File: src/rtl/ram_stream_ctrl.sv
// Streaming byte FIFO in front of a single-port RAM: writes the input stream to
// sequential addresses, reads it back in order and buffers read returns for the output stream.
module ram_stream_ctrl #(
  parameter int ADDR_W   = 10,
  parameter int DATA_W   = 8,
  parameter int RD_LAT   = 1,
  parameter int OB_DEPTH = 4
) (
  input  logic              clk,
  input  logic              rst,
  input  logic [DATA_W-1:0] in_data,
  input  logic              in_valid,
  output logic              in_ready,
  output logic [DATA_W-1:0] out_data,
  output logic              out_valid,
  input  logic              out_ready,
  output logic [ADDR_W:0]   count,
  output logic              full,
  output logic              empty,
  output logic [DATA_W-1:0] ram_dataIn,
  output logic [ADDR_W-1:0] ram_Addr,
  output logic              ram_CS,
  output logic              ram_WRITE,
  output logic              ram_READ,
  input  logic [DATA_W-1:0] ram_dataOut
);

  localparam int DEPTH = 2 ** ADDR_W;
  localparam int OB_AW = $clog2(OB_DEPTH);
  localparam int OB_CW = $clog2(OB_DEPTH + 1);
  localparam int IF_CW = $clog2(RD_LAT + 2);
  localparam int CR_W  = ((OB_CW > IF_CW) ? OB_CW : IF_CW) + 1;

  localparam logic [ADDR_W:0]   CNT_FULL = (ADDR_W + 1)'(DEPTH);
  localparam logic [ADDR_W:0]   CNT_ONE  = (ADDR_W + 1)'(1);
  localparam logic [ADDR_W:0]   CNT_ZERO = (ADDR_W + 1)'(0);
  localparam logic [ADDR_W-1:0] PTR_ONE  = ADDR_W'(1);
  localparam logic [CR_W-1:0]   CR_MAX   = CR_W'(OB_DEPTH);
  localparam logic [OB_AW-1:0]  OB_LAST  = OB_AW'(OB_DEPTH - 1);
  localparam logic [OB_AW-1:0]  OB_PONE  = OB_AW'(1);
  localparam logic [OB_CW-1:0]  OCC_ONE  = OB_CW'(1);
  localparam logic [OB_CW-1:0]  OCC_ZERO = OB_CW'(0);
  localparam logic [IF_CW-1:0]  IF_ONE   = IF_CW'(1);

  logic [ADDR_W-1:0] wr_ptr_r;
  logic [ADDR_W-1:0] rd_ptr_r;
  logic [ADDR_W:0]   ram_cnt_r;
  logic [ADDR_W:0]   count_r;
  logic [IF_CW-1:0]  inflight_r;
  logic [RD_LAT:0]   rd_pipe_r;
  logic              prefer_wr_r;
  logic [DATA_W-1:0] ob_mem_r [OB_DEPTH];
  logic [OB_AW-1:0]  ob_wr_r;
  logic [OB_AW-1:0]  ob_rd_r;
  logic [OB_CW-1:0]  ob_occ_r;
  logic [DATA_W-1:0] ram_dataIn_r;
  logic [ADDR_W-1:0] ram_Addr_r;
  logic              ram_WRITE_r;
  logic              ram_READ_r;

  logic [CR_W-1:0] credit_s;
  logic            rd_req_s;
  logic            wr_req_s;
  logic            rd_gnt_s;
  logic            wr_gnt_s;
  logic            cap_s;
  logic            pop_s;

  assign credit_s = CR_W'(ob_occ_r) + CR_W'(inflight_r);
  assign cap_s    = rd_pipe_r[RD_LAT];
  assign pop_s    = (ob_occ_r != OCC_ZERO) && out_ready;

  // Arbitration of the single RAM port; ties alternate via the round-robin flag
  always_comb begin
    rd_req_s = (ram_cnt_r != CNT_ZERO) && (credit_s < CR_MAX);
    wr_req_s = in_valid && (ram_cnt_r != CNT_FULL);
    rd_gnt_s = 1'b0;
    wr_gnt_s = 1'b0;
    if (rd_req_s && wr_req_s) begin
      if (prefer_wr_r) begin
        wr_gnt_s = 1'b1;
      end else begin
        rd_gnt_s = 1'b1;
      end
    end else if (rd_req_s) begin
      rd_gnt_s = 1'b1;
    end else if (wr_req_s) begin
      wr_gnt_s = 1'b1;
    end else begin
      rd_gnt_s = 1'b0;
      wr_gnt_s = 1'b0;
    end
  end

  // Pointers, occupancy counters, read-return pipeline and round-robin flag
  always_ff @(posedge clk) begin
    if (rst) begin
      wr_ptr_r    <= {ADDR_W{1'b0}};
      rd_ptr_r    <= {ADDR_W{1'b0}};
      ram_cnt_r   <= CNT_ZERO;
      count_r     <= CNT_ZERO;
      inflight_r  <= {IF_CW{1'b0}};
      rd_pipe_r   <= {(RD_LAT + 1){1'b0}};
      prefer_wr_r <= 1'b1;
      ob_wr_r     <= {OB_AW{1'b0}};
      ob_rd_r     <= {OB_AW{1'b0}};
      ob_occ_r    <= OCC_ZERO;
    end else begin
      // The pipeline only tracks outstanding reads, so a reset drops late returns
      rd_pipe_r <= {rd_pipe_r[RD_LAT-1:0], rd_gnt_s};
      if (wr_gnt_s) begin
        wr_ptr_r    <= wr_ptr_r + PTR_ONE;
        prefer_wr_r <= 1'b0;
      end else if (rd_gnt_s) begin
        rd_ptr_r    <= rd_ptr_r + PTR_ONE;
        prefer_wr_r <= 1'b1;
      end else begin
        prefer_wr_r <= prefer_wr_r;
      end
      case ({wr_gnt_s, rd_gnt_s})
        2'b10:   ram_cnt_r <= ram_cnt_r + CNT_ONE;
        2'b01:   ram_cnt_r <= ram_cnt_r - CNT_ONE;
        default: ram_cnt_r <= ram_cnt_r;
      endcase
      case ({wr_gnt_s, pop_s})
        2'b10:   count_r <= count_r + CNT_ONE;
        2'b01:   count_r <= count_r - CNT_ONE;
        default: count_r <= count_r;
      endcase
      case ({rd_gnt_s, cap_s})
        2'b10:   inflight_r <= inflight_r + IF_ONE;
        2'b01:   inflight_r <= inflight_r - IF_ONE;
        default: inflight_r <= inflight_r;
      endcase
      case ({cap_s, pop_s})
        2'b10:   ob_occ_r <= ob_occ_r + OCC_ONE;
        2'b01:   ob_occ_r <= ob_occ_r - OCC_ONE;
        default: ob_occ_r <= ob_occ_r;
      endcase
      if (cap_s) begin
        ob_wr_r <= (ob_wr_r == OB_LAST) ? {OB_AW{1'b0}} : ob_wr_r + OB_PONE;
      end
      if (pop_s) begin
        ob_rd_r <= (ob_rd_r == OB_LAST) ? {OB_AW{1'b0}} : ob_rd_r + OB_PONE;
      end
    end
  end

  // Output buffer storage; contents are only meaningful under ob_occ_r
  always_ff @(posedge clk) begin
    if (cap_s && !rst) begin
      ob_mem_r[ob_wr_r] <= ram_dataOut;
    end
  end

  // Registered RAM port; address and data hold their last values when idle
  always_ff @(posedge clk) begin
    if (rst) begin
      ram_dataIn_r <= {DATA_W{1'b0}};
      ram_Addr_r   <= {ADDR_W{1'b0}};
      ram_WRITE_r  <= 1'b0;
      ram_READ_r   <= 1'b0;
    end else begin
      ram_WRITE_r <= wr_gnt_s;
      ram_READ_r  <= rd_gnt_s;
      if (wr_gnt_s) begin
        ram_Addr_r   <= wr_ptr_r;
        ram_dataIn_r <= in_data;
      end else if (rd_gnt_s) begin
        ram_Addr_r <= rd_ptr_r;
      end
    end
  end

  assign in_ready   = !rst && (ram_cnt_r != CNT_FULL) && !rd_gnt_s;
  assign out_valid  = (ob_occ_r != OCC_ZERO);
  assign out_data   = ob_mem_r[ob_rd_r];
  assign count      = count_r;
  assign full       = (ram_cnt_r == CNT_FULL);
  assign empty      = (count_r == CNT_ZERO);
  assign ram_dataIn = ram_dataIn_r;
  assign ram_Addr   = ram_Addr_r;
  assign ram_WRITE  = ram_WRITE_r;
  assign ram_READ   = ram_READ_r;
  assign ram_CS     = ram_WRITE_r | ram_READ_r;

endmodule

File: config.mk
export PLATFORM = sky130hd
export DESIGN_NAME = ram_stream_ctrl
export DESIGN_NICKNAME = d
export VERILOG_FILES = /design/src/rtl/ram_stream_ctrl.sv
export SDC_FILE = /design/constraint.sdc
export NUM_CORES = 1
export LEC_CHECK = 0
export CAP_MARGIN = 5
export CORE_AREA = 2 2 103 105
export DETAILED_ROUTE_END_ITERATION = 8
export DIE_AREA = 0 0 105 107
export PLACE_DENSITY = 0.83
export SYNTH_ARGS = -nofsm -noshare
export SYNTH_HDL_FRONTEND = slang
export SYNTH_SLANG_ARGS = --single-unit
File: constraint.sdc
create_clock -name clk -period 5.76 [get_ports clk]
set_clock_uncertainty 0.2 [all_clocks]
set_input_delay 0.576 -clock clk [delete_from_list [all_inputs] [get_ports clk]]
set_output_delay 0.576 -clock clk [all_outputs]
set_load 0.01 [all_outputs]
==> impl_metrics.csv, run 1 <==
group,metric,value,unit
status,run_status,"complete, no violations",
synth,synthArstFlopShare,0,
synth,netlist_top_cells_count,"75 x dfxtp_1, 68 x nor2_1, 57 x nand2_1",
clocking,cts.reportedPaths.clkPinSlew,0.12,ns
synth,most_used_standard_cell_by_instance_count_after_synthesis,"dfxtp_1",
cells_and_area,syn_to_final_growth,15.4,%
detailed_routing,initialDrtViolationCount,213,
worst_setup_path,timing.critical_path.from,"ob_occ_r[1]",
sta,timing_hold_violations_final,0,
power,clkPwrFrac,0.172,
detailed_routing,vias_per_cell,5.63,
worst_setup_path,timing.critical_path.fanout_max,25,
power,fin_total_pwr,2.71,mW
synth,synth.yosys.seq_area_share,0.444,
sta,max_slew.worst_pin.slew,0.840,ns
clocking,postCtsResizedCells,0,
worst_setup_path,required,5.82,ns
synth,synthesized_nets,632,
worst_setup_path,regToRegSetupSlack,0.79,ns
die,dieHeight,107,um
die,row_count,37,
sta,grt_setup_unrepaired,"no",
synth,synth_warnings,0,
worst_setup_path,arrival,5.03,ns
grt,largest_net_degree_at_the_start_of_global_routing,87,
detailed_routing,routed_wl,11.6,mm
power,comb_power_share,0.451,
detailed_routing,average_detailed_routed_wire_length_per_instance,15.1,um
power,cellPowerDensity,423,nW/um2
die,dieArea,11200,um2
power,leakage,2.32,nW
power,power_switching,1.09,mW
clocking,clock-sinks,107,
synth,synth.lib_cells_used.distinct,61,
run,max_cap_viol_count,0,
cells_and_area,drive_gt1_frac,0.0806,
worst_setup_path,reg2reg_from,"ob_occ_r[1]",
synth,yosys-top-cells-area,"dfxtp_1 27%, edfxtp_1 17%, nor2_1 4.6%",
cells_and_area,final_instance_area,6400,um2
die,start_util,0.549,
synth,yosys_most_used_dff,"dfxtp_1",
sta,layout_min_cycle_time,4.97,ns
sta,timing.final.max_slew_violations,0,
clocking,cts_inserted_buffers,9,
grt,globalRouteOverflowTotal,0,
clocking,post_cts_hold_buffer_count,0,
sta,worst_slew_margin_rel,0.440,
cells_and_area,diodes,0,
placed_design,hpwl,8.17,mm
hold_path,hold_path.startpoint,"ram_dataIn[7]",
die,num_io_pins,64,
synth,avgSynthCellArea,9.36,um2
clocking,tritoncts,"built",
placed_design,placed_cell_area,6190,um2
grt,antenna_found_initial,0,
grt,grtUsageTotal,0.210,
power,internal_power_component,1.62,mW
clocking,max-clock-path-buffers,2,
power,netSwitchingFraction,0.402,
sta,setup_violations,0,
detailed_routing,drc,0,
grt,grt_first_pass_wirelength,19.4,mm
synth,synth.top_cell.area_share,0.271,
power,peakVddDrop,0.256,mV
synth,synth_top_cell_by_area,"dfxtp_1",
placed_design,gp_routability_congestion,0.949,
clocking,ctsHtreeMaxLevel,3,
clocking,ctsRootBufferMaster,"clkbuf_8",
grt,grt_pass1_vias,4041,
synth,number_of_synthesized_flops_with_an_enable_pin,32,
synth,synth.ff_latch_count,107,
synth,netlist_instances,592,
placed_design,buffer_ports.inserted,63,
sta,finalSetupTns,0,ns
hold_path,min_path_type,"reg -> reg",
sta,fmaxAchievable,201,MHz
sta,final.setup.worst_slack,0.792,ns
detailed_routing,vias,4328,
clocking,clock_latency,0.37,ns
worst_setup_path,crit_path_start_kind,"flip-flop",
detailed_routing,detail-route-antenna-nets,0,
detailed_routing,drtPass1Iterations,4,
clocking,post_cts.repair.setup_buffers,0,
cells_and_area,fin_util,0.634,
cells_and_area,final_net_count,668,
die,die_w,105,um
worst_setup_path,timing_worst_setup_path_type,"reg -> reg",
power,power_frac_seq,0.378,
sta,final_min_period_over_clock_period,0.863,
placed_design,dp_slack,0.850,ns
synth,mappedNetlistArea,5540,um2
worst_setup_path,cp-end-kind,"flip-flop",
die,core-area,10100,um2
sequential cells by signal (all words and copies together), names as in the netlist, named ones only:
name	count
count	11
inflight_r	2
ob_mem_r	32
ob_occ_r	3
ob_rd_r	2
ob_wr_r	2
prefer_wr_r	1
ram_Addr	10
ram_WRITE	1
ram_cnt_r	11
ram_dataIn	8
rd_pipe_r	2
rd_ptr_r	10
wr_ptr_r	10
cells in the final DEF (no fill, tap or decap), types with 4 or more instances in the layout:
master,synthesis,final
nor4_1,4,4
nand4_1,10,10
clkdlybuf4s50_1,0,62
o21ai_0,24,24
clkbuf_8,0,9
xnor2_1,15,15
and3_1,9,9
mux2i_1,17,17
nor2b_1,7,7
nand4b_1,4,4
buf_4,1,4
inv_1,19,19
ha_1,19,19
nor2_1,68,68
dfxtp_1,75,75
nand2b_1,6,6
nand2_1,57,57
a21oi_1,41,41
mux2_2,14,14
a31oi_1,5,5
nand3_1,14,14
edfxtp_1,32,32
nor3_1,14,14
o22ai_1,4,4
and2_1,5,5
or3_1,15,15
mux4_2,8,8
xor2_1,20,20
stage by stage:
| stage | hold slack (ns) | std cells |
|---|---|---|
| finish | 0.275 | 769 |
| detailed placement | 0.257 | 753 |
| global route | 0.305 | 769 |
| floorplan | 0.254 | 592 |
| global placement | 0.247 | 753 |
| CTS | 0.275 | 769 |
routing by layer:
layer / global-route usage / up-vias / share of wire
met5: 0 / - / 0
met4: 0.0410 / 0 / 0.0086
met3: 0.0450 / 8 / 0.057
met2: 0.360 / 125 / 0.49
met1: 0.276 / 2033 / 0.45
li1: - / 2162 / -
power groups by stage:
| stage | sequential (mW) | clock [mW] | combinational [mW] |
|---|---|---|---|
| 4_1_cts | 1.02 | 0.479 | 1.22 |
| 2_1_floorplan | 0.974 | 0 | 0.926 |
| 6_report | 1.02 | 0.465 | 1.22 |
| 3_3_place_gp | 1.03 | 0 | 1.16 |
| 5_1_grt | 1.05 | 0.505 | 1.34 |
| 3_5_place_dp | 1.04 | 0 | 1.21 |
final timing paths:
| check | end | cells past startpoint |
|---|---|---|
| hold / removal | ram_dataIn[7] | 2 |
| setup reg to reg | ram_cnt_r[10] | 15 |
| hold reg to reg | ram_dataIn[7] | 2 |
| setup / recovery | ram_cnt_r[10] | 15 |
area by class of cell:
type / count / area, um2
sequential: 107 / 2460
fill: 874 / 3700
clock buffer: 9 / 124
timing repair buffer: 67 / 656
clock inverter: 7 / 86.3
inverter: 19 / 71.3
multi-input combinational: 424 / 2830
tap: 136 / 170
worst max-delay path, cell delays in order (launching register included):
cell and delay (ns):
dfxtp_1 0.40, ha_1 0.25, a311o_1 0.38, o311a_1 0.29
buf_4 0.23, inv_1 0.53, ha_1 0.26, buf_4 0.29
xor2_1 0.21, ha_1 0.25, or3b_4 0.40, a2111o_1 0.38
o211ai_2 0.10, a211oi_1 0.10, a221o_1 0.29, mux2_4 0.29
logic make-up (layout without fill, tap and decap cells):
logic type	Yosys count	in the layout	share of synthesized area
AO/OA/AOI/OAI	102	102	0.114
buffers and inverters	61	102	0.0460
flip-flops	107	107	0.444
multiplexers	40	40	0.0943
adder cells (fa/ha/maj)	20	20	0.0465
AND/OR/NAND/NOR	227	227	0.200
XOR/XNOR	35	35	0.0553
(Power assumes the default switching activity.)
==> run 2: changes to the inputs <==
- GPL_ROUTABILITY_DRIVEN: not set -> 0
==> run 2 against run 1 <==
Effect of this change:
- sequential share of layout area about the same
- sequential cell count is the same
- non-clock buffer count unchanged
- via count up 1.8%
- design area about the same
- largest cell class unchanged
- clock power hardly changed
- critical endpoint unchanged
- power shrank 0.28%
- die area did not move
==> impl_metrics.csv, run 2 (synthesized netlist as in run 1, its figures left out) <==
group,metric,value,unit
status,run_status,"complete, no violations",
detailed_routing,drtPass1Iterations,6,
worst_setup_path,cp_slowest_cell,"inv_1",
detailed_routing,vias,4406,
sta,layout_min_cycle_time,4.88,ns
clocking,cts_inserted_buffers,9,
worst_setup_path,crit_path_start_kind,"flip-flop",
cells_and_area,diodes,0,
sta,grt_setup_unrepaired,"no",
detailed_routing,initialDrtViolationCount,229,
die,dieHeight,107,um
hold_path,min_path_type,"reg -> reg",
clocking,post_cts.repair.setup_buffers,0,
placed_design,dp_slack,0.928,ns
sta,worst_slew_margin_rel,0.433,
clocking,post_cts_hold_buffer_count,0,
cells_and_area,layout_commonest_cell,"dfxtp_1",
worst_setup_path,timing.critical_path.slowest_cell_delay,0.51,ns
sta,timing.final.max_slew_violations,0,
clocking,postCtsResizedCells,0,
grt,grt_first_pass_wirelength,19.1,mm
grt,antenna_found_initial,0,
clocking,clock_latency,0.37,ns
worst_setup_path,arrival,4.95,ns
power,power_frac_seq,0.379,
clocking,ctsRootBufferMaster,"clkbuf_8",
clocking,tritoncts,"built",
die,start_util,0.549,
clocking,cts.reportedPaths.clkPinSlew,0.11,ns
cells_and_area,fillerInstances,835,
die,num_io_pins,64,
worst_setup_path,critical-path-top-cell-by-count,"ha_1",
die,row_count,37,
worst_setup_path,timing_worst_setup_path_type,"reg -> reg",
sta,fmaxAchievable,205,MHz
cells_and_area,layout_common_cells,"75 x dfxtp_1, 68 x nor2_1, 62 x clkdlybuf4s50_1",
cells_and_area,largest_register_ff_count,32,
grt,grt_pass1_vias,4063,
clocking,ctsHtreeMaxLevel,3,
worst_setup_path,required,5.83,ns
power,internal_power_component,1.62,mW
cells_and_area,final_net_count,668,
worst_setup_path,crit_path_cell_trace,"ha_1 > a311o_1 > o311a_1 > buf_4 > inv_1 > ha_1 > buf_4 > xor2_1 > ha_1 > or3b_4 > a2111o_1 > o211ai_2 > a211oi_1 > a221o_1 > mux2_4",
grt,grtUsageTotal,0.210,
die,core-area,10100,um2
sta,setup_violations,0,
sta,final_min_period_over_clock_period,0.847,
clocking,max-clock-path-buffers,2,
placed_design,hpwl,7.99,mm
cells_and_area,syn_to_final_growth,15.3,%
die,dieArea,11200,um2
power,power_switching,1.08,mW
power,peakVddDrop,0.261,mV
detailed_routing,average_detailed_routed_wire_length_per_instance,14.9,um
worst_setup_path,timing.critical_path.fanout_max,25,
clocking,clock-sinks,107,
cells_and_area,multi_input_comb_area,2830,um2
run,max_cap_viol_count,0,
sta,timing_hold_violations_final,0,
worst_setup_path,cp-end-kind,"flip-flop",
cells_and_area,max_flop_register,"ob_mem_r",
sta,final.setup.worst_slack,0.879,ns
die,die_w,105,um
grt,largest_net_degree_at_the_start_of_global_routing,88,
detailed_routing,drc,0,
power,cellPowerDensity,422,nW/um2
power,clkPwrFrac,0.172,
power,netSwitchingFraction,0.401,
grt,globalRouteOverflowTotal,0,
cells_and_area,seq_area,2460,um2
detailed_routing,routed_wl,11.5,mm
detailed_routing,detail-route-antenna-nets,0,
sta,finalHoldWorstSlack,0.272,ns
detailed_routing,vias_per_cell,5.73,
sta,max_slew.worst_pin.slew,0.851,ns
worst_setup_path,critical_path.n_buffers_inverters,3,
worst_setup_path,worst_path_dominant_cell_family,"compound AO/OA/AOI/OAI gates",
cells_and_area,drive_gt1_frac,0.0806,
power,comb_power_share,0.450,
power,leakage,2.32,nW
sta,finalSetupTns,0,ns
placed_design,buffer_ports.inserted,63,
-- run 2: changes by cell type in the layout (fill, tap and decap cells not counted) --
cell / previous run / this run
clkinv_4: 1 / 2
inv_12: 1 / 0
inv_6: 2 / 0
inv_8: 1 / 3
-- run 2: worst paths after layout --
kind                                     from       endpoint  slack (ns)  cells past startpoint
worst max-delay path            inflight_r[1]  ram_cnt_r[10]        0.88                     15
worst min-delay path            ram_dataIn[1]  ram_dataIn[1]        0.27                      2
worst max register to register  inflight_r[1]  ram_cnt_r[10]        0.88                     15
worst min register to register  ram_dataIn[1]  ram_dataIn[1]        0.27                      2
-- run 2: tightest hold or removal path, delay by kind of cell (launching register included) --
kind,cells,cell delay [ns]
DFF,1,0.33
and+or+nand+nor,1,0.05
AOI/OAI and AO/OA,1,0.05
-- run 2: routing by layer --
metal	vias up	track usage	wire, um
met3	25	0.0413	689
met2	154	0.355	5490
met1	2063	0.268	5070
met4	0	0.0752	244
li1	2164	-	-
met5	-	0	0
-- run 2: layout make-up --
cell class | instances | share of cell area
Sequential cell | 107 | 0.385
Multi-Input combinational cell | 424 | 0.442
Inverter | 19 | 0.0112
Clock inverter | 7 | 0.0131
Clock buffer | 9 | 0.0194
Tap cell | 136 | 0.0266
Timing Repair Buffer | 67 | 0.103
-- run 2: power by group through the flow --
stage / Clock (mW) / Sequential, mW / Combinational (mW)
after floorplan: 0 / 0.974 / 0.926
after global placement: 0 / 1.03 / 1.16
after detailed placement: 0 / 1.04 / 1.21
after CTS: 0.477 / 1.02 / 1.21
after global routing: 0.502 / 1.04 / 1.34
final: 0.463 / 1.02 / 1.21
-- run 2: stage by stage --
stage | instances | cell area (um2) | power, mW | util
after floorplan | 592 | 5540 | 1.90 | -
after global placement | 753 | 6190 | 2.19 | 0.613
after detailed placement | 753 | 6190 | 2.25 | 0.613
after CTS | 769 | 6390 | 2.71 | 0.634
after global routing | 769 | 6390 | 2.89 | 0.634
final | 769 | 6390 | 2.70 | 0.634
==> run 3: changes to the inputs <==
- CORE_AREA: 2 2 103 105 -> 2 2 108 110
- DIE_AREA: 0 0 105 107 -> 0 0 110 112
- PLACE_DENSITY: 0.83 -> 0.8
- clock period: 5.76 -> 4.2 ns (I/O delays scaled with it)
==> run 3 against run 2 <==
Effect of this change:
- sequential power increased by 37%
- design area increased by 2.8%
- via count decreased by 0.70%
- hold slack got worse by 0.0090 ns
- clock power increased by 96%
- largest power group unchanged
- critical endpoint unchanged
- sequential cell count unchanged
- die area increased by 9.7%
- first-iteration DRC count increased by 31%
- combinational power increased by 40%
- fmax increased by 24%
==> impl_metrics.csv, run 3 (synthesized netlist as in run 1, its figures left out) <==
group,metric,value,unit
status,run_status,"complete, no violations",
die,row_count,39,
power,cellPowerDensity,608,nW/um2
cells_and_area,layout_common_cells,"75 x dfxtp_1, 68 x nor2_1, 62 x clkdlybuf4s50_1",
detailed_routing,vias,4375,
detailed_routing,initialDrtViolationCount,299,
sta,timing.final.max_slew_violations,0,
power,leakage,2.38,nW
worst_setup_path,required,4.23,ns
placed_design,numPlacedInstances,762,
cells_and_area,final_net_count,670,
clocking,clock_latency,0.34,ns
sta,grt_setup_unrepaired,"no",
sta,finalHoldWorstSlack,0.263,ns
cells_and_area,fillerInstances,923,
grt,antenna_found_initial,0,
worst_setup_path,cp-end-kind,"flip-flop",
placed_design,hpwl,8.15,mm
placed_design,buffer_ports.inserted,63,
sta,timing_hold_violations_final,0,
die,dieHeight,112,um
sta,fmaxAchievable,253,MHz
clocking,tritoncts,"built",
power,fin_total_pwr,4.00,mW
die,start_util,0.496,
die,die_w,110,um
clocking,post_cts_hold_buffer_count,0,
detailed_routing,drc,0,
grt,grt_pass1_vias,4119,
worst_setup_path,crit_path_cell_trace,"ha_1 > a311o_1 > o311a_1 > inv_6 > ha_4 > xor2_1 > ha_2 > or3b_4 > a2111o_1 > o211ai_2 > a211oi_1 > a221o_1 > mux2_4",
clocking,ctsHtreeMaxLevel,3,
grt,globalRouteOverflowTotal,0,
grt,grtUsageTotal,0.195,
clocking,clock-sinks,107,
worst_setup_path,arrival,3.98,ns
sta,final_min_period_over_clock_period,0.940,
detailed_routing,vias_per_cell,5.62,
die,core-area,11200,um2
detailed_routing,drtPass1Iterations,5,
cells_and_area,seq_area,2460,um2
cells_and_area,drive_gt1_frac,0.0898,
cells_and_area,finalNonFillerCells,778,
detailed_routing,routed_wl,11.7,mm
worst_setup_path,timing.critical_path.fanout_max,21,
sta,final.setup.worst_slack,0.251,ns
hold_path,hold_path_cells,2,
cells_and_area,syn_to_final_growth,18.5,%
clocking,cts_inserted_buffers,9,
cells_and_area,largest_register_ff_count,32,
grt,grt_first_pass_wirelength,19.3,mm
run,max_cap_viol_count,0,
die,dieArea,12300,um2
cells_and_area,layout_commonest_cell,"dfxtp_1",
detailed_routing,detail-route-antenna-nets,0,
clocking,cts.reportedPaths.clkPinSlew,0.07,ns
sta,max_slew.worst_pin.slew,0.784,ns
sta,layout_min_cycle_time,3.95,ns
cells_and_area,multi_input_comb_area,2860,um2
worst_setup_path,timing_worst_setup_path_type,"reg -> reg",
worst_setup_path,timing.critical_path.slowest_cell_delay,0.38,ns
placed_design,placed_cell_area,6240,um2
placed_design,dp_slack,0.247,ns
worst_setup_path,cp_slowest_cell,"dfxtp_1",
grt,largest_net_degree_at_the_start_of_global_routing,46,
die,num_io_pins,64,
sta,setup_violations,0,
clocking,max-clock-path-buffers,2,
detailed_routing,average_detailed_routed_wire_length_per_instance,15.0,um
power,peakVddDrop,0.280,mV
sta,worst_slew_margin_rel,0.477,
cells_and_area,max_flop_register,"ob_mem_r",
cells_and_area,final_instance_area,6570,um2
worst_setup_path,reg2reg_depth,13,
worst_setup_path,crit_path_start_kind,"flip-flop",
cells_and_area,diodes,0,
hold_path,min_path_type,"reg -> reg",
clocking,ctsRootBufferMaster,"clkbuf_16",
-- run 3: per-layer routing --
metal	part of all wire	track usage	up-vias
li1	-	-	2156
met1	0.45	0.263	2083
met2	0.49	0.314	122
met3	0.048	0.0363	14
met4	0.013	0.0641	0
met5	0	0	-
-- run 3: layout make-up --
| type | count | area share |
|---|---|---|
| Tap cell | 143 | 0.0272 |
| Clock inverter | 5 | 0.0126 |
| Multi-Input combinational cell | 424 | 0.435 |
| Timing Repair Buffer | 69 | 0.102 |
| Sequential cell | 107 | 0.375 |
| Inverter | 19 | 0.0116 |
| Clock buffer | 11 | 0.0369 |
-- run 3: through the flow --
step	setup TNS, ns	utilization
floorplan	-0.0190	-
global placement	0	0.559
detailed placement	0	0.559
CTS	0	0.588
global route	0	0.588
finish	0	0.588
-- run 3: timing repair --
item	in CTS	in global routing
endpoints found under the setup margin	0	1
setup buffers	0	0
gates resized for setup	0	1
-- run 3: worst max-delay path, delay by kind of cell (launching register included) --
kind,cells,cell delay (ns)
AOI/OAI and AO/OA,6,1.62
adders and majority gates,3,0.63
DFF,1,0.38
and+or+nand+nor,1,0.38
muxes,1,0.29
buffers and inverters,1,0.18
xor gates and xnor gates,1,0.14
-- run 3: path summary, 6_finish.rpt --
path                      start             to  slack [ns]
setup / recovery    ob_occ_r[1]  ram_cnt_r[10]        0.25
hold / removal    ram_dataIn[5]  ram_dataIn[5]        0.26
setup reg to reg    ob_occ_r[1]  ram_cnt_r[10]        0.25
hold reg to reg   ram_dataIn[5]  ram_dataIn[5]        0.26
-- run 3: power breakdown --
group          leakage, nW  internal (mW)  total, mW  switching, mW
registers            0.899           1.20       1.40          0.199
logic                 1.32          0.787       1.69          0.899
clock network        0.161          0.542      0.907          0.365
total                 2.38           2.53       4.00           1.46
